`src/rtl/mem_arb_pkg.sv`:
```
// Shared types and constants for the unified instruction/data memory arbiter.
package mem_arb_pkg;

  typedef enum logic {
    ARB_IDLE = 1'b0,
    ARB_BUSY = 1'b1
  } arb_state_t;

  localparam logic GNT_IF   = 1'b0;
  localparam logic GNT_DATA = 1'b1;

  localparam int unsigned LAT_W = 4;

endpackage

```
`src/rtl/mem_lat_timer.sv`:
```
// Loadable down-counter that times the fixed memory latency; done marks the last cycle.
module mem_lat_timer
  import mem_arb_pkg::*;
(
  input  logic             clock,
  input  logic             reset,
  input  logic             load,
  input  logic [LAT_W-1:0] value,
  output logic             done
);

  logic [LAT_W-1:0] lat_cnt;

  always_ff @(posedge clock or posedge reset) begin
    if (reset) begin
      lat_cnt <= '0;
    end else if (load) begin
      lat_cnt <= value;
    end else if (lat_cnt != '0) begin
      lat_cnt <= lat_cnt - LAT_W'(1);
    end
  end

  assign done = (lat_cnt == LAT_W'(1));

endmodule

```
`src/rtl/unified_mem_arbiter.sv`:
```
// Shares one single-port memory between instruction fetch and load/store,
// with data priority, a bounded data streak, and fetch kill handling.
module unified_mem_arbiter
  import mem_arb_pkg::*;
#(
  parameter int unsigned ADDR_W          = 32,
  parameter int unsigned DATA_W          = 32,
  parameter int unsigned MEM_LAT         = 2,
  parameter int unsigned MAX_DATA_STREAK = 4
) (
  input  logic              clock,
  input  logic              reset,
  input  logic              if_req,
  input  logic [ADDR_W-1:0] if_addr,
  input  logic              if_kill,
  output logic              if_ready,
  output logic [DATA_W-1:0] if_rdata,
  input  logic              mem_req,
  input  logic              mem_we,
  input  logic [ADDR_W-1:0] mem_addr,
  input  logic [DATA_W-1:0] mem_wdata,
  output logic              mem_ready,
  output logic [DATA_W-1:0] mem_rdata,
  output logic              if_stall,
  output logic              mem_stall,
  output logic              ram_en,
  output logic              ram_we,
  output logic [ADDR_W-1:0] ram_addr,
  output logic [DATA_W-1:0] ram_wdata,
  input  logic [DATA_W-1:0] ram_rdata
);

  localparam int unsigned STREAK_W = $clog2(MAX_DATA_STREAK + 1);

  arb_state_t          state;
  logic                gnt_data;
  logic                gnt_we;
  logic                kill_pend;
  logic [STREAK_W-1:0] streak;

  logic issue;
  logic pick_if;
  logic lat_done;
  logic complete;
  logic fetch_killed;

  // Data wins unless a waiting fetch has already been passed over too often.
  assign pick_if = if_req & (~mem_req | (streak == STREAK_W'(MAX_DATA_STREAK)));
  assign issue   = ~reset & (state == ARB_IDLE) & (if_req | mem_req);

  assign ram_en    = issue;
  assign ram_we    = issue & ~pick_if & mem_we;
  assign ram_addr  = issue ? (pick_if ? if_addr : mem_addr) : '0;
  assign ram_wdata = (issue & ~pick_if) ? mem_wdata : '0;

  mem_lat_timer u_timer (
    .clock (clock),
    .reset (reset),
    .load  (issue),
    .value (LAT_W'(MEM_LAT)),
    .done  (lat_done)
  );

  assign complete     = (state == ARB_BUSY) & lat_done;
  assign fetch_killed = kill_pend | if_kill;

  assign if_ready  = complete & (gnt_data == GNT_IF) & ~fetch_killed;
  assign mem_ready = complete & (gnt_data == GNT_DATA);
  assign if_rdata  = if_ready ? ram_rdata : '0;
  // A store has no read data to return.
  assign mem_rdata = (mem_ready & ~gnt_we) ? ram_rdata : '0;

  assign if_stall  = ~reset & if_req & ~if_ready;
  assign mem_stall = ~reset & mem_req & ~mem_ready;

  always_ff @(posedge clock or posedge reset) begin
    if (reset) begin
      state     <= ARB_IDLE;
      gnt_data  <= GNT_IF;
      gnt_we    <= 1'b0;
      kill_pend <= 1'b0;
      streak    <= '0;
    end else begin
      case (state)
        ARB_IDLE: begin
          if (issue) begin
            state     <= ARB_BUSY;
            gnt_data  <= pick_if ? GNT_IF : GNT_DATA;
            gnt_we    <= ~pick_if & mem_we;
            kill_pend <= 1'b0;
            if (pick_if || !if_req) begin
              streak <= '0;
            end else if (streak != STREAK_W'(MAX_DATA_STREAK)) begin
              streak <= streak + STREAK_W'(1);
            end
          end
        end
        ARB_BUSY: begin
          if ((gnt_data == GNT_IF) && if_kill) begin
            kill_pend <= 1'b1;
          end
          if (lat_done) begin
            state <= ARB_IDLE;
          end
        end
        default: state <= ARB_IDLE;
      endcase
    end
  end

endmodule

```
`config.mk`:
```
export PLATFORM = sky130hd
export DESIGN_NAME = unified_mem_arbiter
export DESIGN_NICKNAME = d
export VERILOG_FILES = /design/src/rtl/mem_arb_pkg.sv /design/src/rtl/mem_lat_timer.sv /design/src/rtl/unified_mem_arbiter.sv
export SDC_FILE = /design/constraint.sdc
export NUM_CORES = 1
export LEC_CHECK = 0
export CAP_MARGIN = 0
export CORE_AREA = 2 2 105 107
export DETAILED_ROUTE_END_ITERATION = 7
export DIE_AREA = 0 0 107 109
export PLACE_DENSITY = 0.75
export SETUP_SLACK_MARGIN = 0.05
export SYNTH_ARGS = -nofsm -noshare
export SYNTH_HDL_FRONTEND = slang
export SYNTH_SLANG_ARGS = --single-unit
```
`constraint.sdc`:
```
create_clock -name clock -period 5.7 [get_ports clock]
set_clock_uncertainty 0.05 [all_clocks]
set_input_delay 1.14 -clock clock [delete_from_list [all_inputs] [get_ports clock]]
set_output_delay 1.14 -clock clock [all_outputs]
set_load 0.02 [all_outputs]
```
==> flow_summary.json, run 1 <==
{
  "track_usage": 0.170,
  "fin_crit_ns": 4.63,
  "diodes": 0,
  "dp_hpwl_um": 9060,
  "die_y_um": 109,
  "netlist_area_um2": 1890,
  "synth_cell_types": 34,
  "cp-end-kind": "output pin",
  "p_sw_mw": 0.353,
  "post_cts_buffers": 0,
  "cts.clk_slew.worst_paths_ns": 0.05,
  "drt-wirelength-per-cell_um": 16.4,
  "synth_edf_count": 0,
  "routabilityCongestion": 0.833,
  "avgViaCountPerCell": 4.40,
  "routed_wirelength_um": 11000,
  "num_vias": 2954,
  "slew_viol_final": 0,
  "ys_ff_latch": 11,
  "cts_max_level": 1,
  "syn_to_final_growth_pct": 148,
  "nets": 670,
  "max-cap-violations": 0,
  "layout-drive-gt1-share": 0.0301,
  "syn_area_per_cell_um2": 6.69,
  "final_cell_mix": "clkdlybuf4s50_1, and2_1, nand3_1",
  "first_pass_iters": 4,
  "clk_path_buf_depth": 2,
  "path_common_cell": "clkdlybuf4s50_1",
  "hp-class": "reg -> reg",
  "seq_power_share": 0.188,
  "initial_core_util": 0.178,
  "crit_required_ns": 4.51,
  "core-area_um2": 10600,
  "root_buffer": "clkbuf_8",
  "num_rows": 38,
  "finalHoldViolCount": 0,
  "synth_top_area_cell": "and2_1",
  "grt_pass1_wl_um": 15600,
  "path_class": "in -> out",
  "cts.sinks": 11,
  "numCtsBuffers": 3,
  "vdd_ir_drop_max_mv": 0.103,
  "grt_pass1_vias": 2871,
  "cpPeakStageDelay_ns": 0.70,
  "leakagePower_nw": 1.76,
  "power_density_nw_per_um2": 173,
  "switching_share": 0.435,
  "cp-start-kind": "input port",
  "synth_top_cell_area_share": 0.322,
  "ys_seq_area_frac": 0.146,
  "synth-async-reset-ratio": 1.00,
  "drcViolationCount": 0,
  "post_cts_resized": 0,
  "dieArea_um2": 11700,
  "clkLatencyLatePin_ns": 0.24,
  "critPathTopFamily": "buffers and inverters",
  "setup_viol": 0,
  "slew-limit-headroom": 0.224,
  "p_comb_frac": 0.715,
  "setup_tns_ns": 0,
  "post-route-util": 0.442,
  "crit_fanout": 32,
  "dominantRegCellSynth": "dfrtp_1",
  "clock.fmax_ghz": 0.216,
  "antenna_left": 0,
  "io_pins": 268,
  "antenna_found_initial": 0,
  "die_w_um": 107,
  "fill_cells": 1050,
  "crit_arrival_ns": 3.44,
  "cp_num_buf_inv": 2,
  "fin_crit_sh": 0.812,
  "io_buffers": 267,
  "rsz0062_at_grt": "false",
  "drtIter0Drc": 212,
  "ctsHoldBuffers": 0,
  "netlist_instances": 282,
  "status": "completed",
  "worstPathCellList": "clkdlybuf4s50_1 > a21bo_2 > nand3_1 > a21oi_1 > clkdlybuf4s50_1",
  "grt_overflow_total": 0,
  "slowest_stage": "a21bo_2",
  "worstMarginPinSlew_ns": 1.16,
  "grt_start_max_net_pins": 36,
  "cts_tree": "yes",
  "internal-power_mw": 0.458,
  "final_common_cell": "clkdlybuf4s50_1",
  "yosys_warnings": 0,
  "ys_top_cells_by_area": "and2_1, nand3_1, dfrtp_1",
  "syn_nets": 420,
  "pwr-share-clk": 0.097
}
==> registers in the layout, indices dropped and copies added (netlist names) <==
signal and count:
state 1, u_timer.lat_cnt 4, kill_pend 1, gnt_data 1, streak 3, gnt_we 1
==> cell type report <==
cell class / count / area, µm² / share of cell area
clock buffers: 4 / 45.0 / 0.00962
inverters: 7 / 26.3 / 0.00561
multi-input cells: 236 / 1440 / 0.308
flip-flops and latches: 11 / 275 / 0.0588
well taps: 140 / 175 / 0.0374
repair buffers: 273 / 2720 / 0.580
==> per-stage QoR <==
stage	worst slack, ns	hold WS (ns)	total power, mW	instances	instance area (µm²)
after floorplan	2.35	0.441	0.457	282	1890
after global routing	0.926	0.513	0.866	671	4680
after CTS	1.04	0.506	0.819	671	4680
final	1.07	0.494	0.811	671	4680
after detailed placement	1.03	0.483	0.738	667	4640
after global placement	1.09	0.456	0.723	667	4640
==> synthesized netlist by cell type (2+ instances only) <==
cell type and count:
a21o_1 2, a21oi_1 34, a32o_1 2, and2_1 97, buf_2 6, buf_6 3
clkbuf_1 15, clkbuf_2 2, dfrtp_1 11, ha_1 4, inv_1 7, mux2i_1 2
nand2_1 3, nand3_1 64, nor2_1 8, nor3b_1 3, or2_1 2
==> metal layers <==
metal	up-vias	share of wire	global-route usage	wire (µm)
met4	0	0.0058	0.0260	64
met1	1340	0.39	0.199	4300
met5	-	0	0	0
met2	158	0.52	0.328	5760
met3	7	0.079	0.0311	864
li1	1449	-	-	-
==> worst paths after layout <==
check                           slack (ns)  cells after the start  startpoint           to
min in group asynchronous             1.29                      2       reset    kill_pend
worst min-delay path                  0.49                      1      gnt_we       gnt_we
worst min register to register        0.49                      1      gnt_we       gnt_we
worst max-delay path                  1.07                      5     mem_req  ram_addr[0]
max in group asynchronous             4.01                      2       reset    streak[1]
worst max register to register        3.67                      7   streak[0]       gnt_we
==> logic make-up after synthesis <==
logic type               after synthesis  share of synthesized area
multiplexers                           3                     0.0166
AND/OR/NAND/NOR                      184                      0.581
AO/OA/AOI/OAI                         44                      0.137
buffers and inverters                 35                     0.0889
XOR/XNOR                               1                    0.00464
adder cells (fa/ha/maj)                4                     0.0265
flip-flops                            11                      0.146
==> power groups by stage <==
| stage | clock, mW | combinational [mW] | sequential [mW] |
|---|---|---|---|
| CTS | 0.0790 | 0.588 | 0.153 |
| global route | 0.0843 | 0.625 | 0.156 |
| finish | 0.0784 | 0.580 | 0.153 |
| floorplan | 0 | 0.314 | 0.143 |
| global placement | 0 | 0.573 | 0.150 |
| detailed placement | 0 | 0.585 | 0.153 |
No activity file was read; power rests on OpenSTA's default activity.
==> run 2: changes to the inputs <==
Settings changed: CORE_AREA 2 2 105 107 to 2 2 104 106, DIE_AREA 0 0 107 109 to 0 0 106 108, PLACE_DENSITY 0.75 to 0.76.
Clock period 5.7 ns to 4.4 ns, I/O delays scaled along.
==> flow_summary.json, run 2 (synthesis gave the netlist of run 1 again) <==
{
  "dieArea_um2": 11400,
  "numCtsBuffers": 3,
  "fin_crit_sh": 0.930,
  "fill_cells": 1008,
  "cpPeakStageDelay_ns": 0.70,
  "first_pass_iters": 4,
  "setup_tns_ns": 0,
  "post_cts_resized": 0,
  "clock.fmax_ghz": 0.244,
  "cts_tree": "yes",
  "path_common_cell": "clkdlybuf4s50_1",
  "io_pins": 268,
  "crit_arrival_ns": 3.16,
  "ctsHoldBuffers": 0,
  "regArea_um2": 275,
  "worst_slack_ns": 0.308,
  "hp-class": "reg -> reg",
  "slew_viol_final": 0,
  "final_cell_mix": "clkdlybuf4s50_1, and2_1, nand3_1",
  "drtIter0Drc": 196,
  "layout-drive-gt1-share": 0.0356,
  "cp-end-kind": "output pin",
  "multi_input_area_um2": 1440,
  "clk_path_buf_depth": 2,
  "grt_overflow_total": 0,
  "initial_core_util": 0.184,
  "path_class": "in -> out",
  "antenna_left": 0,
  "rsz0062_at_grt": "false",
  "track_usage": 0.180,
  "crit_fanout": 32,
  "power_density_nw_per_um2": 224,
  "core-area_um2": 10200,
  "design_area_um2": 4700,
  "io_buffers": 267,
  "die_w_um": 106,
  "routed_wirelength_um": 11400,
  "routabilityCongestion": 0.801,
  "regMostFlops": "u_timer.lat_cnt",
  "antenna_found_initial": 0,
  "num_vias": 3009,
  "cts.sinks": 11,
  "worstMarginPinSlew_ns": 1.14,
  "cp_num_buf_inv": 2,
  "clkLatencyLatePin_ns": 0.25,
  "cts_max_level": 1,
  "critPathTopFamily": "buffers and inverters",
  "root_buffer": "clkbuf_8",
  "num_rows": 37,
  "dp_slack_ns": 0.318,
  "place_area_um2": 4660,
  "grt_start_max_net_pins": 34,
  "cts.clk_slew.worst_paths_ns": 0.05,
  "worstPathCellList": "clkdlybuf4s50_1 > a21bo_2 > nand3_1 > a21oi_1 > clkdlybuf4s50_1",
  "syn_to_final_growth_pct": 149,
  "max-cap-violations": 0,
  "drcViolationCount": 0,
  "avgViaCountPerCell": 4.49,
  "finalHoldViolCount": 0,
  "largest_reg_flops": 4,
  "slowest_stage": "a21bo_2",
  "grt_pass1_wl_um": 16000,
  "reg_top3": "u_timer.lat_cnt (4), streak (3)",
  "leakagePower_nw": 1.77,
  "drt-wirelength-per-cell_um": 17.0,
  "fin_crit_ns": 4.09,
  "crit_required_ns": 3.47,
  "cp-start-kind": "input port",
  "nets": 673,
  "diodes": 0,
  "slew-limit-headroom": 0.240,
  "dp_hpwl_um": 9400,
  "post_cts_buffers": 0,
  "setup_viol": 0,
  "grt_pass1_vias": 2750,
  "vdd_ir_drop_max_mv": 0.131,
  "holdWs_ns": 0.477,
  "final_common_cell": "clkdlybuf4s50_1",
  "status": "completed",
  "die_y_um": 108
}
[run 2: cell types whose count changed in the layout (fill, tap and decap cells not counted)]
cell / before / now
buf_4: 6 / 9
[run 2: where the power goes]
| part | total [mW] | internal (mW) | switching (mW) |
|---|---|---|---|
| registers | 0.193 | 0.146 | 0.0476 |
| logic | 0.756 | 0.387 | 0.369 |
| clock network | 0.105 | 0.0639 | 0.0412 |
[run 2: stage by stage]
step                power, mW  utilization  instances
floorplan               0.591            -        282
global placement        0.933        0.455        666
detailed placement      0.954        0.455        666
CTS                      1.06        0.459        670
global route             1.12        0.459        670
finish                   1.05        0.459        670
[run 2: area by class of cell]
type | instances | area share
tap | 136 | 0.0362
clock buffer | 4 | 0.00958
timing repair buffer | 276 | 0.583
inverter | 7 | 0.00559
multi-input combinational | 236 | 0.307
sequential | 11 | 0.0586
[run 2: final timing paths]
path | from | cells past startpoint | slack (ns) | endpoint
max | mem_req | 5 | 0.31 | ram_addr[2]
min | streak[1] | 1 | 0.48 | streak[1]
max reg2reg | state | 3 | 2.53 | streak[0]
min reg2reg | streak[1] | 1 | 0.48 | streak[1]
max in group asynchronous | reset | 3 | 3.10 | u_timer.lat_cnt[0]
min in group asynchronous | reset | 3 | 1.04 | streak[2]
[run 2: worst reg2reg max path, cell delays in order, from the launching register on]
cell      delay, ns
dfrtp_1        0.46
or2_1          0.66
a2111o_1       0.55
o21ai_1        0.07
[run 2: routing by layer]
layer / vias up / GRT usage / wire, µm
met4: 0 / 0.0489 / 259
li1: 1453 / - / -
met3: 13 / 0.0452 / 831
met5: - / 0 / 0
met2: 141 / 0.317 / 5740
met1: 1402 / 0.219 / 4560
